**src/rtl/sc_pkg.sv**
```systemverilog
// Shared types and width/size helpers for the SC tree scheduler.
package sc_pkg;

    typedef enum logic {
        OP_F = 1'b0,
        OP_G = 1'b1
    } op_type_e;

    typedef enum logic [1:0] {
        S_IDLE,
        S_OP,
        S_LEAF,
        S_DONE
    } state_e;

    // Width of the stage field: must hold stages 0..log_n.
    function automatic int unsigned sw_of(input int unsigned log_n);
        return $clog2(log_n + 1);
    endfunction

    // Width of the chunk field, at least one bit.
    function automatic int unsigned cw_of(input int unsigned log_n, input int unsigned log_m);
        return (log_n - 1 > log_m) ? (log_n - 1 - log_m) : 1;
    endfunction

    // Number of M-wide beats needed for one node operation at stage s.
    function automatic int unsigned chunks(input int unsigned s, input int unsigned log_m);
        return (s > log_m + 1) ? (32'd1 << (s - 1 - log_m)) : 32'd1;
    endfunction

endpackage

```
**src/rtl/sc_scheduler_if.sv**
```systemverilog
// Control, beat and leaf handshake bundle between the decoder control,
// the SC scheduler (master) and the LLR datapath / decision unit (slave).
import sc_pkg::*;

interface sc_scheduler_if #(
    parameter int unsigned LOG_N = 10,
    parameter int unsigned LOG_M = 9
);
    localparam int unsigned SW = sw_of(LOG_N);
    localparam int unsigned CW = cw_of(LOG_N, LOG_M);

    logic             start;
    logic             abort;
    logic             busy;
    logic             done;
    logic             op_valid;
    logic             op_ready;
    op_type_e         op_type;
    logic [SW-1:0]    op_stage;
    logic [CW-1:0]    op_chunk;
    logic             op_last;
    logic             leaf_valid;
    logic [LOG_N-1:0] leaf_idx;
    logic             leaf_ack;
    logic [31:0]      op_cycles;

    modport master (
        input  start, abort, op_ready, leaf_ack,
        output busy, done, op_valid, op_type, op_stage, op_chunk, op_last,
               leaf_valid, leaf_idx, op_cycles
    );

    modport slave (
        output start, abort, op_ready, leaf_ack,
        input  busy, done, op_valid, op_type, op_stage, op_chunk, op_last,
               leaf_valid, leaf_idx, op_cycles
    );
endinterface

```
**src/rtl/sc_ctz.sv**
```systemverilog
// Combinational trailing-zero count of a leaf index; an all-zero input yields 0.
module sc_ctz
    import sc_pkg::*;
#(
    parameter int unsigned LOG_N = 10,
    parameter int unsigned SW    = sw_of(LOG_N)
) (
    input  logic [LOG_N-1:0] value,
    output logic [SW-1:0]    count
);

    // Scan from the MSB down so the lowest set bit is the last one written.
    always_comb begin
        count = '0;
        for (int unsigned k = 0; k < LOG_N; k++) begin
            if (value[LOG_N-1-k]) begin
                count = SW'(LOG_N - 1 - k);
            end
        end
    end

endmodule

```
**src/rtl/sc_scheduler.sv**
```systemverilog
// SC tree schedule sequencer: walks leaves 0..N-1, emitting F/G beats per node
// (stage, chunk) and a leaf request per leaf. Optional active-cycle counter is
// built only when PERF_CNT_EN is defined.
module sc_scheduler
    import sc_pkg::*;
#(
    parameter int unsigned LOG_N = 10,
    parameter int unsigned LOG_M = 9
) (
    input logic          clk,
    input logic          rst,
    sc_scheduler_if.master bus
);
    localparam int unsigned      SW        = sw_of(LOG_N);
    localparam int unsigned      CW        = cw_of(LOG_N, LOG_M);
    localparam logic [LOG_N-1:0] LAST_LEAF = '1;
    localparam logic [SW-1:0]    TOP_STAGE = SW'(LOG_N);
    localparam logic [SW-1:0]    BOT_STAGE = SW'(1);

    state_e           state, state_n;
    logic [LOG_N-1:0] leaf, leaf_n;
    logic [SW-1:0]    stage, stage_n;
    logic [CW-1:0]    chunk, chunk_n;
    op_type_e         otype, otype_n;

    logic [LOG_N-1:0] leaf_inc;
    logic [SW-1:0]    leaf_tz;
    logic             last;

    assign leaf_inc = leaf + 1'b1;
    assign last     = (chunk == CW'(chunks(32'(stage), LOG_M) - 32'd1));

    sc_ctz #(.LOG_N(LOG_N), .SW(SW)) u_ctz (
        .value (leaf_inc),
        .count (leaf_tz)
    );

    // State and schedule counters.
    always_ff @(posedge clk or posedge rst) begin
        if (rst) begin
            state <= S_IDLE;
            leaf  <= '0;
            stage <= '0;
            chunk <= '0;
            otype <= OP_F;
        end else begin
            state <= state_n;
            leaf  <= leaf_n;
            stage <= stage_n;
            chunk <= chunk_n;
            otype <= otype_n;
        end
    end

    // Next-state: beats advance only on transfer; leaf i>0 starts with G at ctz(i)+1.
    always_comb begin
        state_n = state;
        leaf_n  = leaf;
        stage_n = stage;
        chunk_n = chunk;
        otype_n = otype;
        if (bus.abort) begin
            state_n = S_IDLE;
            leaf_n  = '0;
            stage_n = '0;
            chunk_n = '0;
            otype_n = OP_F;
        end else begin
            unique case (state)
                S_IDLE: begin
                    if (bus.start) begin
                        state_n = S_OP;
                        leaf_n  = '0;
                        stage_n = TOP_STAGE;
                        chunk_n = '0;
                        otype_n = OP_F;
                    end
                end
                S_OP: begin
                    if (bus.op_ready) begin
                        if (!last) begin
                            chunk_n = chunk + 1'b1;
                        end else begin
                            chunk_n = '0;
                            otype_n = OP_F;
                            if (stage == BOT_STAGE) begin
                                state_n = S_LEAF;
                            end else begin
                                stage_n = stage - 1'b1;
                            end
                        end
                    end
                end
                S_LEAF: begin
                    if (bus.leaf_ack) begin
                        if (leaf == LAST_LEAF) begin
                            state_n = S_DONE;
                        end else begin
                            state_n = S_OP;
                            leaf_n  = leaf_inc;
                            stage_n = leaf_tz + 1'b1;
                            chunk_n = '0;
                            otype_n = OP_G;
                        end
                    end
                end
                S_DONE: begin
                    state_n = S_IDLE;
                    leaf_n  = '0;
                    stage_n = '0;
                end
                default: state_n = S_IDLE;
            endcase
        end
    end

    assign bus.busy       = (state != S_IDLE);
    assign bus.done       = (state == S_DONE);
    assign bus.op_valid   = (state == S_OP);
    assign bus.op_type    = bus.op_valid ? otype : OP_F;
    assign bus.op_stage   = bus.op_valid ? stage : '0;
    assign bus.op_chunk   = bus.op_valid ? chunk : '0;
    assign bus.op_last    = bus.op_valid & last;
    assign bus.leaf_valid = (state == S_LEAF);
    assign bus.leaf_idx   = bus.leaf_valid ? leaf : '0;

`ifdef PERF_CNT_EN
    logic [31:0] cycles;

    // Busy-cycle counter: cleared on accepted start or abort, held once idle.
    always_ff @(posedge clk or posedge rst) begin
        if (rst) begin
            cycles <= '0;
        end else if (bus.abort) begin
            cycles <= '0;
        end else if (state == S_IDLE && bus.start) begin
            cycles <= '0;
        end else if (state != S_IDLE) begin
            cycles <= cycles + 32'd1;
        end
    end

    assign bus.op_cycles = cycles;
`else
    assign bus.op_cycles = '0;
`endif

endmodule

```
**src/flat_wrapper.sv**
```systemverilog
// flat-port wrapper written by rule: the top's interface ports become plain ports
module sc_scheduler_flat import sc_pkg::*;
#(
    parameter int unsigned LOG_N = 10,
    parameter int unsigned LOG_M = 9
)
  (clk, rst, bus_start, bus_abort, bus_op_ready, bus_leaf_ack, bus_busy, bus_done, bus_op_valid, bus_op_type, bus_op_stage, bus_op_chunk, bus_op_last, bus_leaf_valid, bus_leaf_idx, bus_op_cycles);
  sc_scheduler_if #(.LOG_N(LOG_N), .LOG_M(LOG_M)) bus_i ();
  input logic clk;
  input logic rst;
  input wire logic [$bits(bus_i.start)-1:0] bus_start;
  input wire logic [$bits(bus_i.abort)-1:0] bus_abort;
  input wire logic [$bits(bus_i.op_ready)-1:0] bus_op_ready;
  input wire logic [$bits(bus_i.leaf_ack)-1:0] bus_leaf_ack;
  output wire logic [$bits(bus_i.busy)-1:0] bus_busy;
  output wire logic [$bits(bus_i.done)-1:0] bus_done;
  output wire logic [$bits(bus_i.op_valid)-1:0] bus_op_valid;
  output wire logic [$bits(bus_i.op_type)-1:0] bus_op_type;
  output wire logic [$bits(bus_i.op_stage)-1:0] bus_op_stage;
  output wire logic [$bits(bus_i.op_chunk)-1:0] bus_op_chunk;
  output wire logic [$bits(bus_i.op_last)-1:0] bus_op_last;
  output wire logic [$bits(bus_i.leaf_valid)-1:0] bus_leaf_valid;
  output wire logic [$bits(bus_i.leaf_idx)-1:0] bus_leaf_idx;
  output wire logic [$bits(bus_i.op_cycles)-1:0] bus_op_cycles;
  assign bus_i.start = bus_start;
  assign bus_i.abort = bus_abort;
  assign bus_i.op_ready = bus_op_ready;
  assign bus_i.leaf_ack = bus_leaf_ack;
  assign bus_busy = bus_i.busy;
  assign bus_done = bus_i.done;
  assign bus_op_valid = bus_i.op_valid;
  assign bus_op_type = bus_i.op_type;
  assign bus_op_stage = bus_i.op_stage;
  assign bus_op_chunk = bus_i.op_chunk;
  assign bus_op_last = bus_i.op_last;
  assign bus_leaf_valid = bus_i.leaf_valid;
  assign bus_leaf_idx = bus_i.leaf_idx;
  assign bus_op_cycles = bus_i.op_cycles;
  sc_scheduler #(.LOG_N(LOG_N), .LOG_M(LOG_M)) u_core (.clk(clk), .rst(rst), .bus(bus_i));
endmodule
```
**config.mk**
```make
export PLATFORM = sky130hd
export DESIGN_NAME = sc_scheduler_flat
export DESIGN_NICKNAME = d
export VERILOG_FILES = /design/src/rtl/sc_pkg.sv /design/src/rtl/sc_scheduler_if.sv /design/src/rtl/sc_ctz.sv /design/src/rtl/sc_scheduler.sv /design/src/flat_wrapper.sv
export SDC_FILE = /design/constraint.sdc
export NUM_CORES = 1
export LEC_CHECK = 0
export CAP_MARGIN = 20
export CORE_ASPECT_RATIO = 1.75
export CORE_MARGIN = 2
export CORE_UTILIZATION = 46
export CTS_CLUSTER_SIZE = 25
export DETAILED_ROUTE_END_ITERATION = 10
export GPL_TIMING_DRIVEN = 0
export PLACE_DENSITY = 0.81
export SETUP_SLACK_MARGIN = 0.1
export SYNTH_ARGS = -nofsm -noshare
export SYNTH_HDL_FRONTEND = slang
export SYNTH_HIERARCHICAL = 1
export SYNTH_SLANG_ARGS = --single-unit
```
**constraint.sdc**
```tcl
create_clock -name clk -period 2.9 [get_ports clk]
set_input_delay 0.58 -clock clk [delete_from_list [all_inputs] [get_ports clk]]
set_output_delay 0.58 -clock clk [all_outputs]
set_load 0.005 [all_outputs]
```
==> flow_summary.ini <==
[status]
status = complete, no violations

[logic_synthesis]
synth_cells = 218
async_flop_share = 1.00
yosys_warnings = 6
yosys-top-cells-area = dfrtp_1 (26%), buf_4 (14%), and2_1 (6.9%), ha_1 (5.1%), o21ai_0 (4.9%)
synth_edf_count = 0
synth_top_cell_area_share = 0.260
synth_area_per_cell_sq_um = 7.94
yosysSeqAreaShare = 0.260
synth_top_area_cell = dfrtp_1
netlist_area_sq_mm = 0.00173
synth_ff_type = dfrtp_1
yosysUniqueCellTypes = 42
ys_ff_latch = 18

[final_layout]
design_area_sq_mm = 0.00242
antenna_cells = 0
layout.cells.non_filler = 339
layout-drive-gt1-share = 0.266
final_core_util = 0.668
final_cell_mix = buf_4 (45), conb_1 (32), clkdlybuf4s50_1 (25), nor2_1 (19), and2_1 (19)
final_nets = 307
syn_to_final_growth_pct = 40.1
layout_commonest_cell = buf_4
fill_cells = 299

[timing]
fmax_mhz = 377
rsz0062_at_grt = no
min_period_ns = 2.66
hold_violations = 0
tightestPinTransition_ns = 0.746
slew_violations = 0
slew_headroom = 0.502
fin_crit_sh = 0.916
finalSetupViolCount = 0
holdWs_ns = 0.514
final.setup_skew_ns = 0.00129

[power]
irDropWorstVdd_v = 0.000304
leakage_nw = 1.15
p_per_area_mw_per_mm2 = 559

[route]
wl_microns = 4450
detail-route-antenna-nets = 0
drcViolationCount = 0
first_iter_violations = 55
wire_per_inst_microns = 13.1
vias = 1694
viasPerCell = 5.00
first_pass_iters = 5

[floorplanning]
die_y_microns = 85.1
rows = 29
die_x_microns = 50.4
dieArea_sq_mm = 0.00429
initial_core_util = 0.477
io_pins = 59
core_sq_mm = 0.00363

[grt]
antenna_found_initial = 0
track_usage = 0.205
overflow = 0
grt_pass1_vias = 1531
grt_max_degree = 19
grt_pass1_wl_microns = 6870

[clocking]
clockRootBuffer = clkbuf_8
cts_tree = built
numCtsBuffers = 3
hold_buffers = 0
insertion_delay_ns = 0.25
cts_sinks = 18
path_clk_slew_ns = 0.07
cts_max_level = 1
cts_buffer_depth = 2

[run]
cap_viol_max_count = 0

[worst_setup_path]
worstPathMaxFanout = 6
crit_arrival_ns = 2.79
worstPathRequired_ns = 3.04
rr_startpoint = u_core/leaf[0]
crit_chain = ha_4, nand4_1, or2_4, xnor2_1, nor4_1, nor2_1, nand3_1, xor2_1, nand2_1, a22oi_1, mux2i_1
crit_path_start_kind = flop
cpPeakStageDelay_ns = 0.54
critPathLaunch = u_core/leaf[0]
crit_type = flop to flop
cp-end-kind = flop
crit_slowest_cell = nor4_1

[placed_design]
dp.cells = 321
gp_congestion = 0.816
placed_area_sq_mm = 0.00216
portBuffers = 26
hpwl_microns = 3150

[worst_hold_path]
worstHoldPathType = flop to flop
worstHoldStart = u_core/otype
==> cell type report <==
class | count | area, sq um | area share
Clock buffer | 4 | 55.1 | 0.0227
Inverter | 14 | 52.6 | 0.0217
Timing Repair Buffer | 40 | 368 | 0.152
Multi-Input combinational cell | 177 | 1140 | 0.471
Tap cell | 46 | 57.6 | 0.0237
Sequential cell | 18 | 455 | 0.188
Buffer | 40 | 293 | 0.121
==> critical path, delay by kind of cell (launching register included) <==
kind,cells,cell delay (ns)
AOI/OAI and AO/OA,1,0.15
xor gates and xnor gates,2,0.32
adders and majority gates,1,0.18
DFF,1,0.43
muxes,1,0.09
and+or+nand+nor,6,1.37
==> per-layer routing <==
metal / global-route usage / share of wire / vias up
met5: 0 / 0 / -
met4: 0.113 / 0.024 / 0
met3: 0.0264 / 0.057 / 12
met2: 0.392 / 0.56 / 74
met1: 0.204 / 0.36 / 791
li1: - / - / 817
==> synth_stat cells (all sizes together) (2+ instances only) <==
cell type	count
nor2	20
buf	36
nand2b	4
and2	19
or2	2
clkbuf	4
xor2	5
inv	14
dfrtp	18
a22o	2
ha	7
o31ai	2
mux2i	3
a21oi	7
nand2	16
xnor2	6
nand4	2
o21ai	18
nor2b	2
a22oi	2
nand3	10
nor4	3
nor3	2
o211ai	2
==> logic make-up (layout without fill, tap and decap cells) <==
family	count (synthesis)	after routing	synth area share
xor+xnor	11	11	0.0557
fa+ha+maj	7	7	0.0506
buf+inv	54	98	0.197
simple gates	83	83	0.248
mux	3	3	0.0174
other cells	1	32	0.00217
compound gates	41	41	0.169
flops	18	18	0.260
==> sequential cells by signal, summed over array words and instances (netlist names) <==
name / count
u_core/chunk: 1
u_core/leaf: 10
u_core/stage: 4
u_core/otype: 1
u_core/state: 2
==> timing repair <==
action                                  in CTS  in global routing
pin swaps                                    6                  6
buffers inserted                             7                  7
gates cloned                                 0                  0
gates resized for setup                     12                 15
endpoints found under the setup margin      14                 13
==> through the flow <==
| step | TNS, ns | power [mW] | setup WS, ns |
|---|---|---|---|
| after floorplan | 0 | 0.837 | 0.294 |
| after global placement | -0.144 | 1.07 | -0.0577 |
| after detailed placement | -0.340 | 1.08 | -0.131 |
| after CTS | 0 | 1.32 | 0.116 |
| after global routing | 0 | 1.47 | 0.0638 |
| final | 0 | 1.36 | 0.245 |
==> power breakdown <==
group	total [mW]	switching, mW	internal [mW]
combinational	0.806	0.424	0.382
clock	0.208	0.0877	0.121
sequential	0.341	0.0403	0.300
==> path summary, 6_finish.rpt <==
| kind | to | slack (ns) | cells after the start |
|---|---|---|---|
| setup / recovery | u_core/stage[3] | 0.24 | 11 |
| min in group asynchronous | u_core/otype | 0.76 | 2 |
| hold / removal | u_core/otype | 0.51 | 2 |
| max in group asynchronous | u_core/leaf[1] | 1.62 | 2 |
| hold reg to reg | u_core/otype | 0.51 | 2 |
| setup reg to reg | u_core/stage[3] | 0.24 | 11 |
(Power assumes the default switching activity.)
